## src/rtl/contra_pkg.sv

```systemverilog
// Shared bullet-pool types and screen constants for the sprite pipeline.
// Pure declarations: no latency, no flow control.
package contra_pkg;

    localparam int NUM_BULLET_SLOTS = 10;
    localparam int SCREEN_W         = 640;
    localparam int SCREEN_H         = 480;

    typedef enum logic {
        P1 = 1'b0,
        P2 = 1'b1
    } player_id_t;

    typedef struct packed {
        logic       active;
        logic       owner;
        logic       dir;
        logic [9:0] x;
        logic [9:0] y;
    } bullet_slot_t;

endpackage

```

## src/rtl/rr_arbiter2.sv

```systemverilog
// Two-requester round-robin arbiter; the last winner loses the next tie.
// Combinational grant, rr_last updates on the edge after advance; no backpressure.
module rr_arbiter2
    import contra_pkg::*;
(
    input  logic       clk,
    input  logic       reset,
    input  logic [1:0] req,
    input  logic       advance,
    output logic [1:0] grant
);

    player_id_t rr_last;

    always_comb begin
        grant = 2'b00;
        if (req == 2'b11)
            grant = (rr_last == P2) ? 2'b01 : 2'b10;
        else
            grant = req;
    end

    always_ff @(posedge clk) begin
        if (reset)
            rr_last <= P2;
        else if (advance)
            rr_last <= grant[1] ? P2 : P1;
    end

endmodule

```

## src/rtl/bullet_slot_scheduler.sv

```systemverilog
// Bullet slot pool: arbitrates fire requests, allocates slots, moves/frees bullets per frame.
// 1-cycle registered latency; a request with no free slot simply waits (held level request).
// Optional per-player fire cooldown enabled by defining BULLET_COOLDOWN_EN.
module bullet_slot_scheduler #(
    parameter int NUM_SLOTS = contra_pkg::NUM_BULLET_SLOTS,
    parameter int SPEED     = 4,
    parameter int COOLDOWN  = 8,
    parameter int SCREEN_W  = contra_pkg::SCREEN_W
) (
    input  logic                    Clk,
    input  logic                    Reset,
    input  logic                    frame_tick,
    input  logic [1:0]              fire_req,
    input  logic [9:0]              p1_x,
    input  logic [9:0]              p2_x,
    input  logic [9:0]              p1_y,
    input  logic [9:0]              p2_y,
    input  logic                    p1_dir,
    input  logic                    p2_dir,
    input  logic [NUM_SLOTS-1:0]    hit,
    output logic [1:0]              fire_grant,
    output logic [NUM_SLOTS-1:0]    slot_active,
    output logic [NUM_SLOTS-1:0]    slot_owner,
    output logic [NUM_SLOTS*10-1:0] slot_x,
    output logic [NUM_SLOTS*10-1:0] slot_y,
    output logic                    full
);

    localparam int IDX_W = (NUM_SLOTS > 1) ? $clog2(NUM_SLOTS) : 1;
    localparam logic signed [10:0] SPEED_S = 11'(SPEED);
    localparam logic signed [10:0] X_MAX   = 11'(SCREEN_W - 1);

    if (COOLDOWN < 0 || COOLDOWN > 15) begin : g_cd_range
        $error("COOLDOWN must fit the 4-bit cooldown counter");
    end

    contra_pkg::bullet_slot_t slot_q [NUM_SLOTS];
    contra_pkg::bullet_slot_t slot_d [NUM_SLOTS];

    logic                 any_free;
    logic [IDX_W-1:0]     free_idx;
    logic [1:0]           elig;
    logic [1:0]           arb_grant;
    logic                 do_grant;
    logic [1:0]           grant_q;
    logic                 full_q;
    logic [NUM_SLOTS-1:0] next_active;

    // Free mask comes from registered state, so a slot freed this cycle waits a cycle.
    always_comb begin
        any_free = 1'b0;
        free_idx = '0;
        for (int i = NUM_SLOTS - 1; i >= 0; i--) begin
            if (!slot_q[i].active) begin
                any_free = 1'b1;
                free_idx = IDX_W'(i);
            end
        end
    end

`ifdef BULLET_COOLDOWN_EN
    logic [3:0] cd_q [2];

    always_comb begin
        elig = fire_req & {(cd_q[1] == 4'd0), (cd_q[0] == 4'd0)};
    end

    // A grant reloads the counter and overrides a coincident tick decrement.
    always_ff @(posedge Clk) begin
        if (Reset) begin
            cd_q[0] <= 4'd0;
            cd_q[1] <= 4'd0;
        end else begin
            for (int p = 0; p < 2; p++) begin
                if (do_grant && arb_grant[p])
                    cd_q[p] <= 4'(COOLDOWN);
                else if (frame_tick && cd_q[p] != 4'd0)
                    cd_q[p] <= cd_q[p] - 4'd1;
            end
        end
    end
`else
    always_comb begin
        elig = fire_req;
    end
`endif

    rr_arbiter2 u_arb (
        .clk     (Clk),
        .reset   (Reset),
        .req     (elig),
        .advance (do_grant),
        .grant   (arb_grant)
    );

    assign do_grant = any_free & (|arb_grant);

    always_comb begin
        logic signed [10:0] nx;
        nx          = '0;
        next_active = '0;
        for (int i = 0; i < NUM_SLOTS; i++) begin
            slot_d[i] = slot_q[i];
            nx = slot_q[i].dir ? ($signed({1'b0, slot_q[i].x}) + SPEED_S)
                               : ($signed({1'b0, slot_q[i].x}) - SPEED_S);
            if (slot_q[i].active) begin
                if (hit[i])
                    slot_d[i].active = 1'b0;
                else if (frame_tick) begin
                    if (nx < 0 || nx > X_MAX)
                        slot_d[i].active = 1'b0;
                    else
                        slot_d[i].x = nx[9:0];
                end
            end
        end
        // The allocated slot was inactive, so it is never moved on its spawn cycle.
        if (do_grant) begin
            slot_d[free_idx].active = 1'b1;
            slot_d[free_idx].owner  = arb_grant[1];
            slot_d[free_idx].dir    = arb_grant[1] ? p2_dir : p1_dir;
            slot_d[free_idx].x      = arb_grant[1] ? p2_x : p1_x;
            slot_d[free_idx].y      = arb_grant[1] ? p2_y : p1_y;
        end
        for (int i = 0; i < NUM_SLOTS; i++)
            next_active[i] = slot_d[i].active;
    end

    always_ff @(posedge Clk) begin
        if (Reset) begin
            for (int i = 0; i < NUM_SLOTS; i++)
                slot_q[i] <= '0;
            grant_q <= 2'b00;
            full_q  <= 1'b0;
        end else begin
            for (int i = 0; i < NUM_SLOTS; i++)
                slot_q[i] <= slot_d[i];
            grant_q <= do_grant ? arb_grant : 2'b00;
            full_q  <= &next_active;
        end
    end

    always_comb begin
        slot_active = '0;
        slot_owner  = '0;
        slot_x      = '0;
        slot_y      = '0;
        for (int i = 0; i < NUM_SLOTS; i++) begin
            slot_active[i]      = slot_q[i].active;
            slot_owner[i]       = slot_q[i].owner;
            slot_x[10*i +: 10]  = slot_q[i].x;
            slot_y[10*i +: 10]  = slot_q[i].y;
        end
    end

    assign fire_grant = grant_q;
    assign full       = full_q;

endmodule

```

## config.mk

```make
export PLATFORM = sky130hd
export DESIGN_NAME = bullet_slot_scheduler
export DESIGN_NICKNAME = d
export VERILOG_FILES = /design/src/rtl/contra_pkg.sv /design/src/rtl/rr_arbiter2.sv /design/src/rtl/bullet_slot_scheduler.sv
export SDC_FILE = /design/constraint.sdc
export NUM_CORES = 1
export LEC_CHECK = 0
export CAP_MARGIN = 15
export CORE_ASPECT_RATIO = 0.8
export CORE_MARGIN = 4
export CORE_UTILIZATION = 50
export DETAILED_ROUTE_END_ITERATION = 16
export PLACE_DENSITY_LB_ADDON = 0.2
export SLEW_MARGIN = 5
export SYNTH_ARGS = -nofsm -noshare
export SYNTH_HDL_FRONTEND = slang
export SYNTH_SLANG_ARGS = --single-unit
```

## constraint.sdc

```tcl
create_clock -name Clk -period 8.3 [get_ports Clk]
set_input_delay 2.49 -clock Clk [delete_from_list [all_inputs] [get_ports Clk]]
set_output_delay 2.49 -clock Clk [all_outputs]
set_load 0.005 [all_outputs]
```

; Word-level counts from Yosys, hierarchy flattened
; Memories as Yosys holds them, arrays and structs flattened.
; Index checks and enable logic that the tools add are counted.
[totals]
reg_bits = 4
ram_bits = 230
output_inout_bits = 223
wordCells = 219
memories = 1
[op_classes]
add_sub_neg = 20
n_lt_le_gt_ge = 22
n_eq_ne = 1
muxes = 145
bitwise_logic = 13
reduce_logical = 14
[memory_table]
columns = name, depth, word_bits, read_ports, rd_clocked_by_memory_dff, write_ports, line_no
row1 = slot_q, 10, 23, 10, 0, 10, bullet_slot_scheduler.sv:37  ; contra_pkg::bullet_slot_t slot_q [NUM_SLOTS];
[ops]
columns = cell, n
row1 = $bwmux 230, 5
row2 = $demux 23 s4, 5
row3 = $mux 10, 43
row4 = $mux 23, 11
row5 = $mux 230, 1
row6 = $add 10x3->11 const B, 10
row7 = $gt 11x11->1 const B, 10
row8 = $lt 11x1->1 const B, 10
row9 = $mux 11, 10
row10 = $sub 10x3->11 const B, 10
row11 = $mux 1, 55
row12 = $mux 4, 10
row13 = $mux 22, 1
row14 = $mux 21, 1
row15 = $mux 20, 1
row16 = $logic_or 1x1->1, 10
row17 = $or 1x1->1, 10
row18 = $reduce_and 10->1, 1
row19 = $ge 5x5->1 const B, 1
row20 = $lt 5x1->1 const B, 1
row21 = $not 4->5, 1
row22 = $mux 2, 2
row23 = $reduce_or 2->1, 2
row24 = $eq 2x2->1 const B, 1
row25 = 3 further kinds, 3

; Longest topological paths before layout
[logic_depth]
ltp_word = 22
mapped_depth = 12
mapped_depth_nobuf = 11

; Hierarchy
; From an unflattened synthesis, not the netlist that was laid out.
[hier_totals]
cells_unflattened = 1753
hier_area_um2 = 14671.6
[modules_own_cells]
columns = mod, instances, cells_per_inst, area_per_inst_um2, seq_area_each_um2
row1 = bullet_slot_scheduler, 1, 1747, 14617.8, 4664.5
row2 = rr_arbiter2, 1, 6, 53.8, 20.0

; Worst setup path before layout
; No wires, ideal clock.
[synth_timing]
path_kind = input port to flip-flop
startpoint = in fire_req[1]
endpoint = reg with a tool-made name
arrival_ps = 3939
required_time_ps = 8148
setup_slack_ps = 4209
path_stages = 7
n_path_buf = 3
path_cell_list = nor2_1 -> nor3b_1 -> and3_1 -> clkbuf_1 -> buf_2 -> clkbuf_1 -> a211oi_1
[synth_lines]
columns = item, line_no
row1 = "start, declared", bullet_slot_scheduler.sv:13  ; input logic [1:0] fire_req,

==> results.py <==
metrics = {
    "run_status": {
        "status": "finished, final reports clean",
    },
    "synthesis": {
        "netlist_instances": 1754,
        "synth_edf_count": 0,
        "async_flop_share": 0,
        "yosysWarnings": 0,
        "ys_seq_elements": 234,
        "synth_area_sq_um": 14700,
        "synth_nets": 1901,
        "ys_seq_area_frac": 0.318,
        "synth_cell_types": 79,
        "synth_area_per_cell_sq_um": 8.39,
        "ys.flop_type": "dfxtp_1",
    },
    "cts": {
        "cts.sinks": 234,
        "cts_tree": "yes",
        "htree_levels": 1,
        "numCtsBuffers": 25,
        "clockBufferDepth": 3,
        "clkTransAtPathRegs_ns": 0.06,
        "clk_latency_ns": 0.52,
        "hold_buffers": 0,
        "cts-root-buf": "clkbuf_16",
        "cts_setup_buffers": 0,
        "cts.repair.resized": 0,
    },
    "die": {
        "initial_core_util": 0.514,
        "die-area_sq_um": 32300,
        "io_pins": 280,
        "row_count": 55,
        "die_x_um": 200,
        "die_h_um": 161,
        "core_sq_um": 28600,
    },
    "placed_design": {
        "pre_cts_slack_ns": 2.91,
        "place.gp.congestion": 0.963,
        "io_buffers": 279,
        "hpwl_mm": 33.9,
    },
    "sta": {
        "fin_crit_sh": 0.585,
        "setup_viol": 0,
        "whs_ns": 0.459,
        "final_max_slew_viol_count": 0,
        "fin_crit_ns": 4.85,
        "finClkSkew_ns": 0.0153,
        "hold_viol": 0,
        "rsz0062_at_grt": "false",
        "fin_setup_tns_ns": 0,
        "tightest_slew_ns": 1.15,
        "fin_ws_ns": 3.45,
        "max_freq_mhz": 206,
        "relSlewSlack": 0.236,
    },
    "pwr": {
        "peakVddDrop_uv": 149,
        "powerDensity_nw_per_um2": 166,
        "p_leak_uw": 0.00617,
    },
    "layout": {
        "final_cell_mix": "278 x clkdlybuf4s50_1, 252 x nor2_1, 234 x dfxtp_1, 165 x a211oi_1, 87 x nand2_1",
        "layout_commonest_cell": "clkdlybuf4s50_1",
        "drive_above_1_share": 0.0622,
        "nets": 1931,
        "area_growth_pct": 16.2,
    },
    "global_routing": {
        "gr-usage-met2": 0.427,
        "use_met1": 0.409,
        "grt_pass1_wl_mm": 71.1,
        "met3_usage": 0.0421,
        "antenna_found_initial": 2,
        "grt_pass1_vias": 11800,
        "grt_max_degree": 75,
        "grt_usage": 0.280,
        "grt.busiest_layer": "met2",
        "grt.overflow.total": 0,
    },
    "routing": {
        "drt_first_pass_iters": 5,
        "post_drt_wl_per_cell_um": 21.8,
        "drc": 0,
        "drtIter0Drc": 1068,
        "routed_wl_mm": 47.4,
        "ant_nets": 0,
        "vias": 12800,
        "via_per_inst": 5.90,
    },
    "min_path": {
        "whs_path_depth": 2,
        "hp-class": "reg -> reg",
    },
    "worst_setup_path": {
        "cp.required_ns": 8.70,
        "arrival_ns": 5.26,
        "reg2reg_to": "slot_q[8][13]$_SDFF_PP0_",
        "cp-end-kind": "flop",
        "rrSetupSlack_ns": 4.75,
        "crit_fanout": 31,
        "reg2reg_depth": 10,
        "timing.setup.critical_path_class": "in -> reg",
        "crit_path_start_kind": "primary input",
    },
    "flow_run": {
        "cap_viol_max_count": 0,
    },
}
cells by family after synthesis:
family	Yosys count	synth area share
and+or+nand+nor	510	0.160
adders and majority gates	90	0.0816
buffers and inverters	360	0.149
AOI/OAI and AO/OA	436	0.211
xor gates and xnor gates	58	0.0345
DFF	234	0.318
muxes	66	0.0461
stage by stage:
step,cell area [sq um],cells,total power (uW),utilization
floorplan,14700,1754,1480,-
global placement,16200,2125,1640,0.566
detailed placement,16200,2126,1650,0.566
CTS,17100,2169,2850,0.597
global route,17100,2171,2940,0.597
finish,17100,2171,2850,0.597
synth_stat cells (8+ instances only):
cell type	n	share of area
mux2_2	11	0.0084
xnor2_1	35	0.021
a31oi_1	10	0.0042
or2_2	10	0.0042
xor2_1	23	0.014
a211oi_1	165	0.084
nor3_1	23	0.0078
o22ai_1	8	0.0034
mux2i_1	54	0.037
nor3b_1	8	0.0041
nand2_1	87	0.022
nor2b_1	11	0.0047
and2_1	8	0.0034
inv_1	57	0.015
nor2_1	256	0.065
buf_4	220	0.11
clkbuf_1	69	0.018
a21oi_1	71	0.024
fa_1	10	0.014
nand3_1	19	0.0065
nand2b_1	25	0.011
a21o_1	12	0.0061
nand4_1	12	0.0051
o21a_1	12	0.0061
and3_1	9	0.0038
ha_1	80	0.068
o21ai_0	58	0.020
dfxtp_1	234	0.32
report_power, final:
group | internal, uW | leakage, uW | switching, uW
Clock | 743 | 0.000424 | 466
Sequential | 1150 | 0.00190 | 26.9
Combinational | 187 | 0.00385 | 269
metal layers:
layer	wire length, um	share of wire	vias to the layer above
li1	-	-	6097
met1	21600	0.46	6097
met2	20700	0.44	516
met3	3350	0.071	93
met4	1690	0.036	0
met5	0	0	-
area by class of cell:
cell class / instances / area, sq um
Timing Repair Buffer: 305 / 3000
Clock buffer: 36 / 707
Antenna cell: 1 / 2.50
Multi-Input combinational cell: 1160 / 7870
Clock inverter: 7 / 160
Sequential cell: 234 / 4680
Fill cell: 2553 / 11500
Inverter: 58 / 218
Tap cell: 370 / 463
critical path, stage by stage:
cell             delay [ns]
clkdlybuf4s50_1        0.51
nor2_1                 0.15
a2111oi_0              0.73
and3_1                 0.96
nor2_1                 0.12
a31o_2                 0.28
worst max path at each step:
| stage | slack [ns] | start | cells after the start | endpoint |
|---|---|---|---|---|
| final | 3.45 | fire_req[1] | 6 | slot_q[9][19]$_SDFF_PP0_ |
| after global routing | 3.09 | fire_req[1] | 6 | flop |
| after CTS | 3.45 | fire_req[1] | 6 | slot_q[9][19]$_SDFF_PP0_ |
| after detailed placement | 2.91 | fire_req[1] | 6 | slot_q[9][19]$_SDFF_PP0_ |
| after global placement | 2.97 | fire_req[1] | 6 | slot_q[9][19]$_SDFF_PP0_ |
| after floorplan | 4.21 | fire_req[1] | 7 | flop |
Power figures use the tool's default switching activity.
==> variant (same settings) <==
The package constant `NUM_BULLET_SLOTS` goes from 10 to 20.
--- a/src/rtl/contra_pkg.sv
+++ b/src/rtl/contra_pkg.sv
@@ -2,7 +2,7 @@
 // Pure declarations: no latency, no flow control.
 package contra_pkg;
 
-    localparam int NUM_BULLET_SLOTS = 10;
+    localparam int NUM_BULLET_SLOTS = 20;
     localparam int SCREEN_W         = 640;
     localparam int SCREEN_H         = 480;
 
Ports: changed (5 resized); port bits go from 280 to 510. No check against the original RTL was run, so the function may have changed too.
==> variant against the original RTL <==
Sequential power grew 94%. Sequential cell count up 230. Power rose by 83%. Area after synthesis increased by 97%. Clock power is 88% higher. Cell count rose by 98%. Via count grew 97%. First-iteration DRC count grew 120%. Wire length up 110%. Cell area up 94%. Worst setup slack worse by 0.53 ns.
==> variant: results (changes against the original RTL) <==
timing:
  finClkSkew_ns: 0.0162  # +0.000926 ns
  fin_hold_ws_ns: 0.452  # -0.00626 ns
  slew_viol_final: 0  # unchanged
  tightest_slew_ns: 1.23  # +0.0882 ns
  tns_ns: 0  # unchanged
clock_network:
  clk_latency_ns: 0.58  # +0.06 ns
  clk_pin_slew_ns: 0.07
  clock_path_buffers: 3  # unchanged
  post-cts-setup-buffers: 0  # unchanged
  cts_resized: 0  # unchanged
  root_buffer: "clkbuf_16"
  numCtsBuffers: 49  # +96%
  cts.htree.levels: 2  # +1
drt:
  viasPerCell: 5.86  # -0.64%
  wl_per_cell_um: 23.0  # +5.6%
  first_pass_iters: 6  # +1
  drt-initial-drc-count: 2376  # +120%
synthesis:
  async_flop_share_pct: 0  # unchanged
  synth_commonest_cells: "nor2_1 (488), dfxtp_1 (464), buf_4 (440), a211oi_1 (338), nand2_1 (334)"
  synth_compound_area_share_pct: 20.6  # -0.46 points
  synth-warning-count: 0  # unchanged
  synth_mux_area_share_pct: 3.89  # -0.73 points
  synth.area.top_cells: "dfxtp_1 (32%), buf_4 (11%), a211oi_1 (8.8%)"
  synth_fa_ha_area_share_pct: 8.29  # +0.13 points
  ys_seq_area_share_pct: 32.1  # +0.24 points
  synth_cell_type_count: 82  # +3.8%
  ys.flop_type: "dfxtp_1"
  synth_xor_area_share_pct: 3.33  # -0.12 points
critical_path:
  arrival_ns: 5.88  # +0.62 ns
  reg2regPathDepth: 9  # -1
  end_kind: "flop"
  cp-startpoint: "fire_req[1]"
  reg2reg_from: "slot_q[0][45]$_SDFF_PP0_"
  r2r-end: "full$_SDFF_PP0_"
  path_max_fanout: 28  # -9.7%
  r2r_setup_slack_ns: 4.31  # -0.44 ns
status:
  status: "complete, no violations"
finish:
  regArea_sq_um: 9290  # +98%
  fill_cells: 5036  # +97%
  layout-drive-gt1-share_pct: 5.76  # -0.47 points
  nets: 3757  # +95%
global_routing:
  grt_usage_pct: 30.2  # +2.2 points
  grt_pass1_wl_um: 146000  # +110%
  grt_max_degree: 193  # +160%
  antenna_found_initial: 3  # +1
  grt_pass1_vias: 23500  # +99%
pwr:
  p_leak_nw: 11.9  # +92%
  ir_worst_vdd_mv: 0.140  # -6.3%
placed_design:
  gp_congestion: 0.950  # -1.3%
  place_area_sq_um: 31500  # +94%
  numPortBuffers: 509  # +82%
  dp_hpwl_um: 71700  # +110%
worst_hold_path:
  hp-class: "reg2reg"
  min_path_cells: 2  # unchanged
-- variant: where the power goes --
| group | switching, mW | leakage [nW] | internal, mW | total [mW] |
|---|---|---|---|---|
| clock network | 0.936 | 0.803 | 1.34 | 2.27 |
| registers | 0.0305 | 3.75 | 2.26 | 2.29 |
| logic | 0.412 | 7.30 | 0.229 | 0.641 |
-- variant: cell families (layout without fill, tap and decap cells) --
| group | after synthesis | count (layout) |
|---|---|---|
| compound gates | 854 | 854 |
| xor+xnor | 110 | 110 |
| fa+ha+maj | 180 | 180 |
| buf+inv | 720 | 727 |
| flops | 464 | 464 |
| mux | 112 | 112 |
| other cells | 0 | 4 |
| simple gates | 1097 | 1097 |
-- variant: per-layer routing --
layer | part of all wire (%) | global-route usage, % | wire [um] | up-vias
met5 | 0.013 | 0 | 13 | -
met4 | 3.1 | 9.23 | 3060 | 2
met3 | 7.0 | 5.37 | 6920 | 168
met2 | 46 | 49.0 | 45400 | 948
met1 | 44 | 41.3 | 43800 | 12200
li1 | - | - | - | 12000
-- variant: per-stage QoR --
stage	worst slack [ns]	cells
floorplan	3.96	3537
global placement	2.47	4210
detailed placement	2.41	4211
CTS	3.00	4296
global route	2.71	4306
finish	2.92	4308
-- variant: cell type report --
| class | count | area share (%) |
|---|---|---|
| Clock inverter | 20 | 0.779 |
| Multi-Input combinational cell | 2353 | 46.8 |
| Clock buffer | 65 | 4.11 |
| Sequential cell | 464 | 27.9 |
| Tap cell | 760 | 2.86 |
| Inverter | 96 | 1.08 |
| Timing Repair Buffer | 546 | 16.4 |
| Antenna cell | 4 | 0.0301 |
-- variant: critical path, stage by stage --
cell	delay [ns]
clkdlybuf4s50_1	0.54
nor2_1	0.25
nor3_1	0.37
nand3_1	0.28
nor3_4	0.87
a211oi_1	0.20
a2111oi_2	0.33
nand4_1	0.21
nor4_2	0.33
